`config.mk`:
```
export PLATFORM = sky130hd
export DESIGN_NAME = sram_axi_xbar
export DESIGN_NICKNAME = d
export VERILOG_FILES = /design/src/rtl/sram_axi_pkg.sv /design/src/rtl/sram_axi_xbar_rr_arbiter.sv /design/src/rtl/sram_axi_xbar.sv
export SDC_FILE = /design/constraint.sdc
export NUM_CORES = 1
export LEC_CHECK = 0
export BUFFER_PORTS_ARGS = -buffer_cell sky130_fd_sc_hd__buf_4
export CAP_MARGIN = 10
export CELL_PAD_IN_SITES_DETAIL_PLACEMENT = 0
export CELL_PAD_IN_SITES_GLOBAL_PLACEMENT = 1
export CORE_ASPECT_RATIO = 0.7
export CORE_MARGIN = 4
export CORE_UTILIZATION = 33
export CTS_CLUSTER_DIAMETER = 100
export DETAILED_ROUTE_END_ITERATION = 16
export PLACE_DENSITY_LB_ADDON = 0.1
export SYNTH_ARGS = -nofsm -noshare
export SYNTH_HDL_FRONTEND = slang
export SYNTH_SLANG_ARGS = --single-unit
```
`constraint.sdc`:
```
create_clock -name aclk -period 3.83 [get_ports aclk]
set_clock_uncertainty 0.2 [all_clocks]
set_input_delay 0.766 -clock aclk [delete_from_list [all_inputs] [get_ports aclk]]
set_output_delay 0.766 -clock aclk [all_outputs]
set_load 0.005 [all_outputs]
```
`src/rtl/sram_axi_pkg.sv`:
```
// sram_axi_pkg: shared AXI constants, port state and request record types for the SRAM-to-AXI crossbar.
package sram_axi_pkg;
    localparam int ID_W = 4;
    localparam logic [1:0] AXI_BURST_INCR = 2'b01;
    localparam logic [2:0] AXI_SIZE_WORD = 3'd2;
    typedef enum logic [1:0] {P_IDLE, P_RD_WAIT, P_WR_WAIT} port_state_e;
    typedef struct packed {
        logic [ID_W-1:0] id;
        logic [31:0]     addr;
        logic [7:0]      len;
        logic [2:0]      size;
    } ar_req_t;
    typedef struct packed {
        logic [ID_W-1:0] id;
        logic [31:0]     addr;
        logic [2:0]      size;
        logic [3:0]      strb;
        logic [31:0]     data;
    } wr_buf_t;
endpackage

```
`src/rtl/sram_axi_xbar_rr_arbiter.sv`:
```
// rr_arbiter: round-robin one-hot arbiter; pointer moves past the granted requester.
module rr_arbiter #(
    parameter int N = 2,
    localparam int IW = $clog2(N)
) (
    input  logic          clk,
    input  logic          rst_n,
    input  logic [N-1:0]  req,
    output logic [N-1:0]  gnt,
    output logic [IW-1:0] gnt_idx
);
    logic [IW-1:0] ptr_q, ptr_d;
    always_comb begin
        gnt_idx = ptr_q;
        for (int k = N - 1; k >= 0; k--)
            if (req[(int'(ptr_q) + k) % N]) gnt_idx = IW'((int'(ptr_q) + k) % N);
        gnt = |req ? N'(1) << gnt_idx : '0;
        ptr_d = |req ? (gnt_idx == IW'(N - 1) ? '0 : gnt_idx + IW'(1)) : ptr_q;
    end
    always_ff @(posedge clk or negedge rst_n)
        if (!rst_n) ptr_q <= '0;
        else ptr_q <= ptr_d;
endmodule

```
`src/rtl/sram_axi_xbar.sv`:
```
// sram_axi_xbar: NUM_PORTS SRAM-like ports arbitrated round-robin onto one AXI3 master.
module sram_axi_xbar
    import sram_axi_pkg::*;
#(
    parameter int NUM_PORTS  = 2,
    parameter int LINE_WORDS = 8
) (
    input  logic                    aclk,
    input  logic                    aresetn,
    input  logic [NUM_PORTS-1:0]    p_req,
    input  logic [NUM_PORTS-1:0]    p_wr,
    input  logic [NUM_PORTS-1:0]    p_cached,
    input  logic [2*NUM_PORTS-1:0]  p_size,
    input  logic [4*NUM_PORTS-1:0]  p_wstrb,
    input  logic [32*NUM_PORTS-1:0] p_addr,
    input  logic [32*NUM_PORTS-1:0] p_wdata,
    output logic [NUM_PORTS-1:0]    p_addr_ok,
    output logic [NUM_PORTS-1:0]    p_data_ok,
    output logic [NUM_PORTS-1:0]    p_rlast,
    output logic [31:0]             p_rdata,
    output logic [3:0]              arid,
    output logic [31:0]             araddr,
    output logic [7:0]              arlen,
    output logic [2:0]              arsize,
    output logic [1:0]              arburst,
    output logic [1:0]              arlock,
    output logic [3:0]              arcache,
    output logic [2:0]              arprot,
    output logic                    arvalid,
    input  logic                    arready,
    input  logic [3:0]              rid,
    input  logic [31:0]             rdata,
    input  logic [1:0]              rresp,
    input  logic                    rlast,
    input  logic                    rvalid,
    output logic                    rready,
    output logic [3:0]              awid,
    output logic [31:0]             awaddr,
    output logic [7:0]              awlen,
    output logic [2:0]              awsize,
    output logic [1:0]              awburst,
    output logic [1:0]              awlock,
    output logic [3:0]              awcache,
    output logic [2:0]              awprot,
    output logic                    awvalid,
    input  logic                    awready,
    output logic [3:0]              wid,
    output logic [31:0]             wdata,
    output logic [3:0]              wstrb,
    output logic                    wlast,
    output logic                    wvalid,
    input  logic                    wready,
    input  logic [3:0]              bid,
    input  logic [1:0]              bresp,
    input  logic                    bvalid,
    output logic                    bready
);
    localparam int IW = $clog2(NUM_PORTS);
    localparam int LB = $clog2(4 * LINE_WORDS);

    port_state_e st_q [NUM_PORTS];
    port_state_e st_d [NUM_PORTS];
    ar_req_t ar_q, ar_d;
    wr_buf_t wb_q, wb_d;
    logic ar_valid_q, ar_valid_d, wb_valid_q, wb_valid_d;
    logic aw_valid_q, aw_valid_d, w_valid_q, w_valid_d;
    logic [NUM_PORTS-1:0] elig, gnt;
    logic [IW-1:0] gnt_idx;
    logic [31:0] s_addr;
    logic [1:0] s_size;
    logic s_cached, s_rd, s_wr, ar_busy, wb_live;
    logic unused_resp;

    rr_arbiter #(.N(NUM_PORTS)) u_arb (
        .clk(aclk), .rst_n(aresetn), .req(elig), .gnt(gnt), .gnt_idx(gnt_idx)
    );

    always_comb begin
        ar_busy = ar_valid_q && !arready;
        // A completing write no longer hazards, so a blocked read may go in the bvalid cycle.
        wb_live = wb_valid_q && !bvalid;
        for (int i = 0; i < NUM_PORTS; i++)
            elig[i] = aresetn && st_q[i] == P_IDLE && p_req[i] && (p_wr[i] ? !wb_valid_q :
                !ar_busy && !(wb_live && (p_cached[i] ?
                    p_addr[32*i+LB +: 32-LB] == wb_q.addr[31:LB] :
                    p_addr[32*i+2 +: 30] == wb_q.addr[31:2])));
        s_addr = p_addr[32*gnt_idx +: 32];
        s_size = p_size[2*gnt_idx +: 2];
        s_cached = p_cached[gnt_idx];
        s_rd = |gnt && !p_wr[gnt_idx];
        s_wr = |gnt && p_wr[gnt_idx];
        ar_valid_d = s_rd || ar_busy;
        ar_d = ar_q;
        if (s_rd)
            ar_d = '{id: ID_W'(gnt_idx), addr: s_cached ? {s_addr[31:LB], LB'(0)} : s_addr,
                     len: s_cached ? 8'(LINE_WORDS - 1) : 8'd0,
                     size: s_cached ? AXI_SIZE_WORD : {1'b0, s_size}};
        wb_valid_d = s_wr || wb_live;
        aw_valid_d = s_wr || (aw_valid_q && !awready);
        w_valid_d = s_wr || (w_valid_q && !wready);
        wb_d = wb_q;
        if (s_wr)
            wb_d = '{id: ID_W'(gnt_idx), addr: s_addr, size: {1'b0, s_size},
                     strb: p_wstrb[4*gnt_idx +: 4], data: p_wdata[32*gnt_idx +: 32]};
        for (int i = 0; i < NUM_PORTS; i++) begin
            st_d[i] = gnt[i] ? (p_wr[i] ? P_WR_WAIT : P_RD_WAIT) :
                      ((rvalid && rlast && rid == ID_W'(i)) || (bvalid && bid == ID_W'(i))) ? P_IDLE : st_q[i];
            p_data_ok[i] = aresetn && ((rvalid && rid == ID_W'(i)) || (bvalid && bid == ID_W'(i)));
            p_rlast[i] = aresetn && rvalid && rlast && rid == ID_W'(i);
        end
    end

    always_ff @(posedge aclk or negedge aresetn)
        if (!aresetn) begin
            for (int i = 0; i < NUM_PORTS; i++) st_q[i] <= P_IDLE;
            ar_q <= '0;
            wb_q <= '0;
            ar_valid_q <= 1'b0;
            wb_valid_q <= 1'b0;
            aw_valid_q <= 1'b0;
            w_valid_q <= 1'b0;
        end else begin
            st_q <= st_d;
            ar_q <= ar_d;
            wb_q <= wb_d;
            ar_valid_q <= ar_valid_d;
            wb_valid_q <= wb_valid_d;
            aw_valid_q <= aw_valid_d;
            w_valid_q <= w_valid_d;
        end

    assign p_addr_ok = gnt;
    assign p_rdata = rdata;
    assign {arid, araddr, arlen, arsize} = {ar_q.id, ar_q.addr, ar_q.len, ar_q.size};
    assign arburst = AXI_BURST_INCR;
    assign arvalid = ar_valid_q;
    assign {arlock, arcache, arprot} = '0;
    assign rready = 1'b1;
    assign {awid, awaddr, awlen, awsize} = {wb_q.id, wb_q.addr, 8'd0, wb_q.size};
    assign awburst = AXI_BURST_INCR;
    assign awvalid = aw_valid_q;
    assign {awlock, awcache, awprot} = '0;
    assign {wid, wdata, wstrb, wlast} = {wb_q.id, wb_q.data, wb_q.strb, 1'b1};
    assign wvalid = w_valid_q;
    assign bready = 1'b1;
    assign unused_resp = ^{rresp, bresp};
endmodule

```
# --- After elaboration in Yosys (flattened, before gate mapping) ---
# Index checks and enable logic that the tools add are counted.
word_totals:
  reg_bits: 124
  in_bits: 198
  wordCells: 113
classes:
  add_sub_neg: 2
  order_cmp: 3
  n_eq_ne: 6
  n_shift: 5
  n_mux: 26
  n_bitwise: 1
  n_reduce_logical: 54
op_table:
  columns: ["cell", "n"]
  rows:
  - ["variable part select 64 x 7 -> 32 bit", 2]
  - ["equality test 30 bit", 2]
  - ["equality test 27 bit", 2]
  - ["logical AND 1 bit", 29]
  - ["2-to-1 mux 1 bit", 16]
  - ["2-to-1 mux 2 bit", 8]
  - ["logical NOT 1 bit", 9]
  - ["equality test 4 x 1 -> 1 bit (second input constant)", 2]
  - ["logical NOT 4 bit", 2]
  - ["logical OR 1 bit", 8]
  - ["variable part select 8 x 4 -> 4 bit", 1]
  - ["2-to-1 mux 5 bit", 1]
  - ["logical NOT 2 bit", 2]
  - ["< comparator 1 x 2 -> 1 bit (second input constant)", 2]
  - ["nonzero test 2 bit", 2]
  - ["OR reduction 2 bit", 2]
  - ["variable part select 4 x 3 -> 2 bit", 1]
  - ["< comparator 2 x 3 -> 1 bit (second input constant)", 1]
  - ["2-to-1 mux 3 bit", 1]
  - ["adder 1 bit (second input constant)", 2]
  - ["<< shifter 1 x 1 -> 2 bit (first input constant)", 1]
  - ["bitwise AND 1 bit (first input constant)", 1]

# --- Longest topological paths before layout ---
logic_depth:
  word_depth: 17
  depth_mapped: 10
  depth_no_buf: 8

# --- Modules after synthesis ---
# A second synthesis with hierarchy kept.
hier_totals:
  cells_unflattened: 653
  hier_area_um2: 6367.4
by_module_without_submodules:
  columns: ["mod", "n_inst", "cells_per_inst", "area_per_inst_um2", "seq_area_each_um2"]
  rows:
  - ["sram_axi_xbar", 1, 646, 6306.0, 2877.8]
  - ["rr_arbiter", 1, 7, 61.3, 25.0]

# --- Least setup slack after synthesis ---
# OpenSTA, ideal clock, no wires.
synth_path:
  kind: "input -> register"
  startpoint: "input port p_addr[59]"
  endpoint: "register wb_q, in the netlist wdata[10]"
  t_arrival_ns: 2.898
  required_time_ns: 3.503
  slack_ns: 0.604
  stages: 9
  n_path_buf: 1
  cell_sequence: "xor2_1 nor4_1 nand3_1 nor4_4 a211oi_1 o21ai_2 buf_2 mux2_2 mux2_1"
synth_between:
  elab_chain_cells: 16
  word_cells_on_any_way: 23
  classes_between: "eq/ne (2); shift (2); mux (12); reduce/logical (7)"
synth_lines:
  columns: ["element", "line", "text"]
  rows:
  - ["start: declaration", "sram_axi_xbar.sv:15", "input logic [32*NUM_PORTS-1:0] p_addr,"]
  - ["equality test 30 bit or equality test 27 bit (tied branches)", "sram_axi_xbar.sv:86, sram_axi_xbar.sv:85", null]
  - ["2-to-1 mux 1 bit *", "sram_axi_xbar.sv:84", "!ar_busy && !(wb_live && (p_cached[i] ?"]
  - ["logical AND 1 bit *", "sram_axi_xbar.sv:84", null]
  - ["logical NOT 1 bit *", "sram_axi_xbar.sv:84", null]
  - ["logical AND 1 bit *", "sram_axi_xbar.sv:84", null]
  - ["2-to-1 mux 1 bit *", "sram_axi_xbar.sv:83", "elig[i] = aresetn && st_q[i] == P_IDLE && p_req[i] && (p_wr[i] ? !wb_valid_q :"]
  - ["logical AND 1 bit *", "sram_axi_xbar.sv:83", null]
  - ["parallel branches: the longest is 9 deep, another holds variable part select 64 x 7 -> 32 bit", null, null]
  - ["end signal: assignment", "sram_axi_xbar.sv:125", "wb_q <= wb_d;"]
  - ["end: declaration", "sram_axi_xbar.sv:64", "wr_buf_t wb_q, wb_d;"]
# Every way passes the cells marked *. The select of a mux whose other input is x is not followed.
# A chain may end at the register's enable or synchronous reset.

# --- Worst setup path after layout ---
layout_path:
  startpoint: "register wb_q, in the netlist awaddr[22]"
  endpoint: "output port p_addr_ok[0]"
layout_between:
  elab_chain_cells: 14
  word_cells_on_any_way: 26
  classes_between: "eq/ne (4); shift (1); mux (12); reduce/logical (9)"
layout_lines:
  columns: ["element", "line", "text"]
  rows:
  - ["equality test 30 bit or equality test 27 bit (tied branches)", "sram_axi_xbar.sv:86, sram_axi_xbar.sv:85", null]
  - ["2-to-1 mux 1 bit", "sram_axi_xbar.sv:84", null]
  - ["logical AND 1 bit", "sram_axi_xbar.sv:84", null]
  - ["logical NOT 1 bit", "sram_axi_xbar.sv:84", null]
  - ["logical AND 1 bit", "sram_axi_xbar.sv:84", null]
  - ["2-to-1 mux 1 bit", "sram_axi_xbar.sv:83", null]
  - ["logical AND 1 bit", "sram_axi_xbar.sv:83", null]
  - ["2-to-1 mux 1 bit (not written as such) (3 in a row)", "sram_axi_xbar_rr_arbiter.sv:16", "if (req[(int'(ptr_q) + k) % N]) gnt_idx = IW'((int'(ptr_q) + k) % N);"]
  - ["2-to-1 mux 1 bit (2 in a row)", "sram_axi_xbar_rr_arbiter.sv:16", null]
  - ["<< shifter 1 x 1 -> 2 bit", "sram_axi_xbar_rr_arbiter.sv:17", "gnt = |req ? N'(1) << gnt_idx : '0;"]
  - ["2-to-1 mux 2 bit *", "sram_axi_xbar_rr_arbiter.sv:17", null]
  - ["end: declaration", "sram_axi_xbar.sv:17", "output logic [NUM_PORTS-1:0] p_addr_ok,"]
# Every way passes the cells marked *; elsewhere a longest branch is shown, timed or not. The select of a mux whose other input is x is not followed.

==> metrics.txt <==
vias in the first global route=5509; fin crit period=3.70 ns; clk_lat worst skew=0.41 ns; core area=20000 sq um; clock tree from TritonCTS=built; highest clock rate=270 MHz; initial antenna violation count=0; largest net degree at the start of global routing=55; mean post-synth cell area=12.3 sq um; Post-synth EDFFs=0; power per cell area=746 nW/um^2; Area Growth Syn to Fin=38.8%; top post-synthesis cells by area=dfrtp_1 43%, mux2_2 15%, mux2_1 11%, buf_4 9.8%, xor2_1 4.4%; via count=5002; gp weighted congestion=0.783; Worst path slowest cell=dfrtp_1; Synth cell types=42; Async SR Flop Fraction=100%; fin crit share=96.6%; Req. time, crit path=2.86 ns; TritonCTS buffer count=17; Final ANT Viol Nets=0; Hold WC Path Type=input port to asynchronous set/reset pin; number of fill cells=1885; critical path type=register to output pin; Syn Inst Count=552; VDD IR max=0.278 mV; Worst Path Arrival=approximately 2.7 ns; Via density=4.58; largest fanout on the critical path=5; max incr delay on CP=between 0.4 and 0.5 ns; Total Routed Length=around 20000 um; crit start category=register; Worst Setup End Kind=output pin; initial core utilization=34.0%; sequential fraction of the synthesis area=42.7%; Antenna Cells=0; first-pass GRT wire length=31300 um; Slew HR=50.9%; share of Yosys cell area claimed by the top area cell type=42.7%; main flop type after synthesis=dfrtp_1; DRT iter0 DRCs=190; die height=128 um; static leakage=4.48 nW; I/O pin count=398; total of max-cap violations=0; Final Core Density=47.2%; layout cells sized above 1=approximately 53%; status=completed; worst-path cell chain=xor2_1 -> nor4_1 -> nand3_1 -> nor4_4 -> buf_4 -> nor2_2 -> a21oi_2 -> buf_4; CTS Buffer Depth=2; global route overflow=0; sum of negative setup slack=0 ns; count leader, synth=dfrtp_1; CTS sink count=between 100 and 150; Post-CTS Hold Fix Bufs=0; Nets=1007; Site Rows=43; gr usage total=17.3%; Worst-Margin Slew=0.737 ns; Cell Area, Synth=between 6000 and 7000 sq um; PortBufs=280; Synth area leader=dfrtp_1; # setup viols final=0; final hold violations=0; register bit total from synthesis=about 120; Root Buffer=clkbuf_16; DIE AREA=23000 sq um; Final Max Tran Viols=0; CTS H-tree lvls=4; Post-DP HPWL=approximately 16000 um; clock slew at reported path FFs=0.06 ns; DRC Markers=0; Die Width=180 um; routed len/inst=18.7 um; RSZ-0062 raised after global routing=no; Warnings, synthesis=0; CP dominant cell by count=buf_4; most common library cells after synthesis=116 x dfrtp_1, 89 x buf_4, 88 x mux2_2; drt pass-1 iters=4
[power by group]
group	switching, W	leakage (nW)	internal (W)
logic	0.00121	2.79	0.00185
clock network	0.000588	0.296	0.00106
registers	0.000490	1.40	0.00184
total	0.00229	4.48	0.00475
[kinds of logic after synthesis]
kind of cell    count (synthesis)  share of synthesized area, %
compound gates                 34                          3.94
simple gates                   64                          5.50
mux                           167                          28.2
other cells                     2                         0.110
buf+inv                       109                          11.8
xor+xnor                       60                          7.73
flops                         116                          42.7
[layer usage]
metal / vias up / share of wire, % / routed length (um) / track usage [%]
met5: - / 0 / 0 / 0
met4: 0 / 1.3 / 259 / 4.21
met3: 30 / 7.6 / 1550 / 6.49
met2: 189 / 47 / 9590 / 27.7
met1: 2456 / 44 / 8980 / 22.2
li1: 2327 / - / - / -
[state kept, by name, indices dropped and copies added, names as in the netlist]
| signal | flops |
|---|---|
| araddr | 32 |
| awaddr | 32 |
| wdata | 32 |
| st_q | 4 |
| wstrb | 4 |
| arsize | 2 |
| awsize | 2 |
| arid | 1 |
| arlen | 1 |
| arvalid | 1 |
| awid | 1 |
| awvalid | 1 |
| u_arb.ptr_q | 1 |
| wb_valid_q | 1 |
| wvalid | 1 |
[final timing paths]
check	from	to	slack [ns]	depth (start not counted)
hold reg to reg	wvalid$_DFF_PN0_	wvalid$_DFF_PN0_	0.28	1
hold / removal	aresetn	araddr[2]$_DFFE_PN0P_	0.02	1
setup reg to reg	awaddr[22]$_DFFE_PN0P_	wstrb[2]$_DFFE_PN0P_	0.47	10
min in group aclk	wvalid$_DFF_PN0_	wvalid$_DFF_PN0_	0.28	1
max in group asynchronous	aresetn	araddr[28]$_DFFE_PN0P_	1.72	3
setup / recovery	awaddr[22]$_DFFE_PN0P_	p_addr_ok[0]	0.13	8
[worst max-delay path: cells and delay by family (launching register included)]
family                    cells  cell delay [ns]
DFF                           1             0.44
and+or+nand+nor               4             1.11
xor gates and xnor gates      1             0.18
AOI/OAI and AO/OA             1             0.26
buffers and inverters         2             0.33
[timing repair]
action,4_1_cts,5_1_grt
buffers inserted,0,0
gates resized for setup,0,1
endpoints found under the setup margin,0,1
[per-stage QoR]
step	hold WS, ns	setup WS [ns]	cells	total power [W]	area (sq um)
floorplan	0.251	0.604	599	0.00388	6980
global placement	0.265	0.0705	1060	0.00540	8820
detailed placement	0.267	0.00834	1060	0.00547	8820
CTS	0.00885	0.0726	1092	0.00715	9430
global route	0.0164	0.00686	1092	0.00749	9440
finish	0.0195	0.131	1092	0.00704	9440
[cell usage in the layout, fill, tap and decap left out, drive strengths merged, types with 4 or more instances in the layout]
master  Yosys  final
buf       103    295
mux2      166    166
dfrtp     116    116
conb        2     49
xor2       34     34
xnor2      26     26
clkbuf      1     20
nand2      10     10
nor4       10     10
and2        7      7
a21o        7      7
clkinv      0      7
nand2b      6      6
nand4       6      6
nor3        6      6
a221o       6      6
nor2        6      6
inv         5      5
nand3       4      4
nor2b       4      4
o21ai       4      4
[final cells by class]
| type | instances | area (sq um) | area share, % |
|---|---|---|---|
| Multi-Input combinational cell | 374 | 3290 | 34.9 |
| Tap cell | 270 | 338 | 3.58 |
| Timing Repair Buffer | 295 | 2280 | 24.1 |
| Inverter | 5 | 18.8 | 0.199 |
| Sequential cell | 116 | 2900 | 30.8 |
| Clock buffer | 20 | 457 | 4.84 |
| Clock inverter | 12 | 155 | 1.64 |
Note: power is estimated with default switching activity, not from simulation.
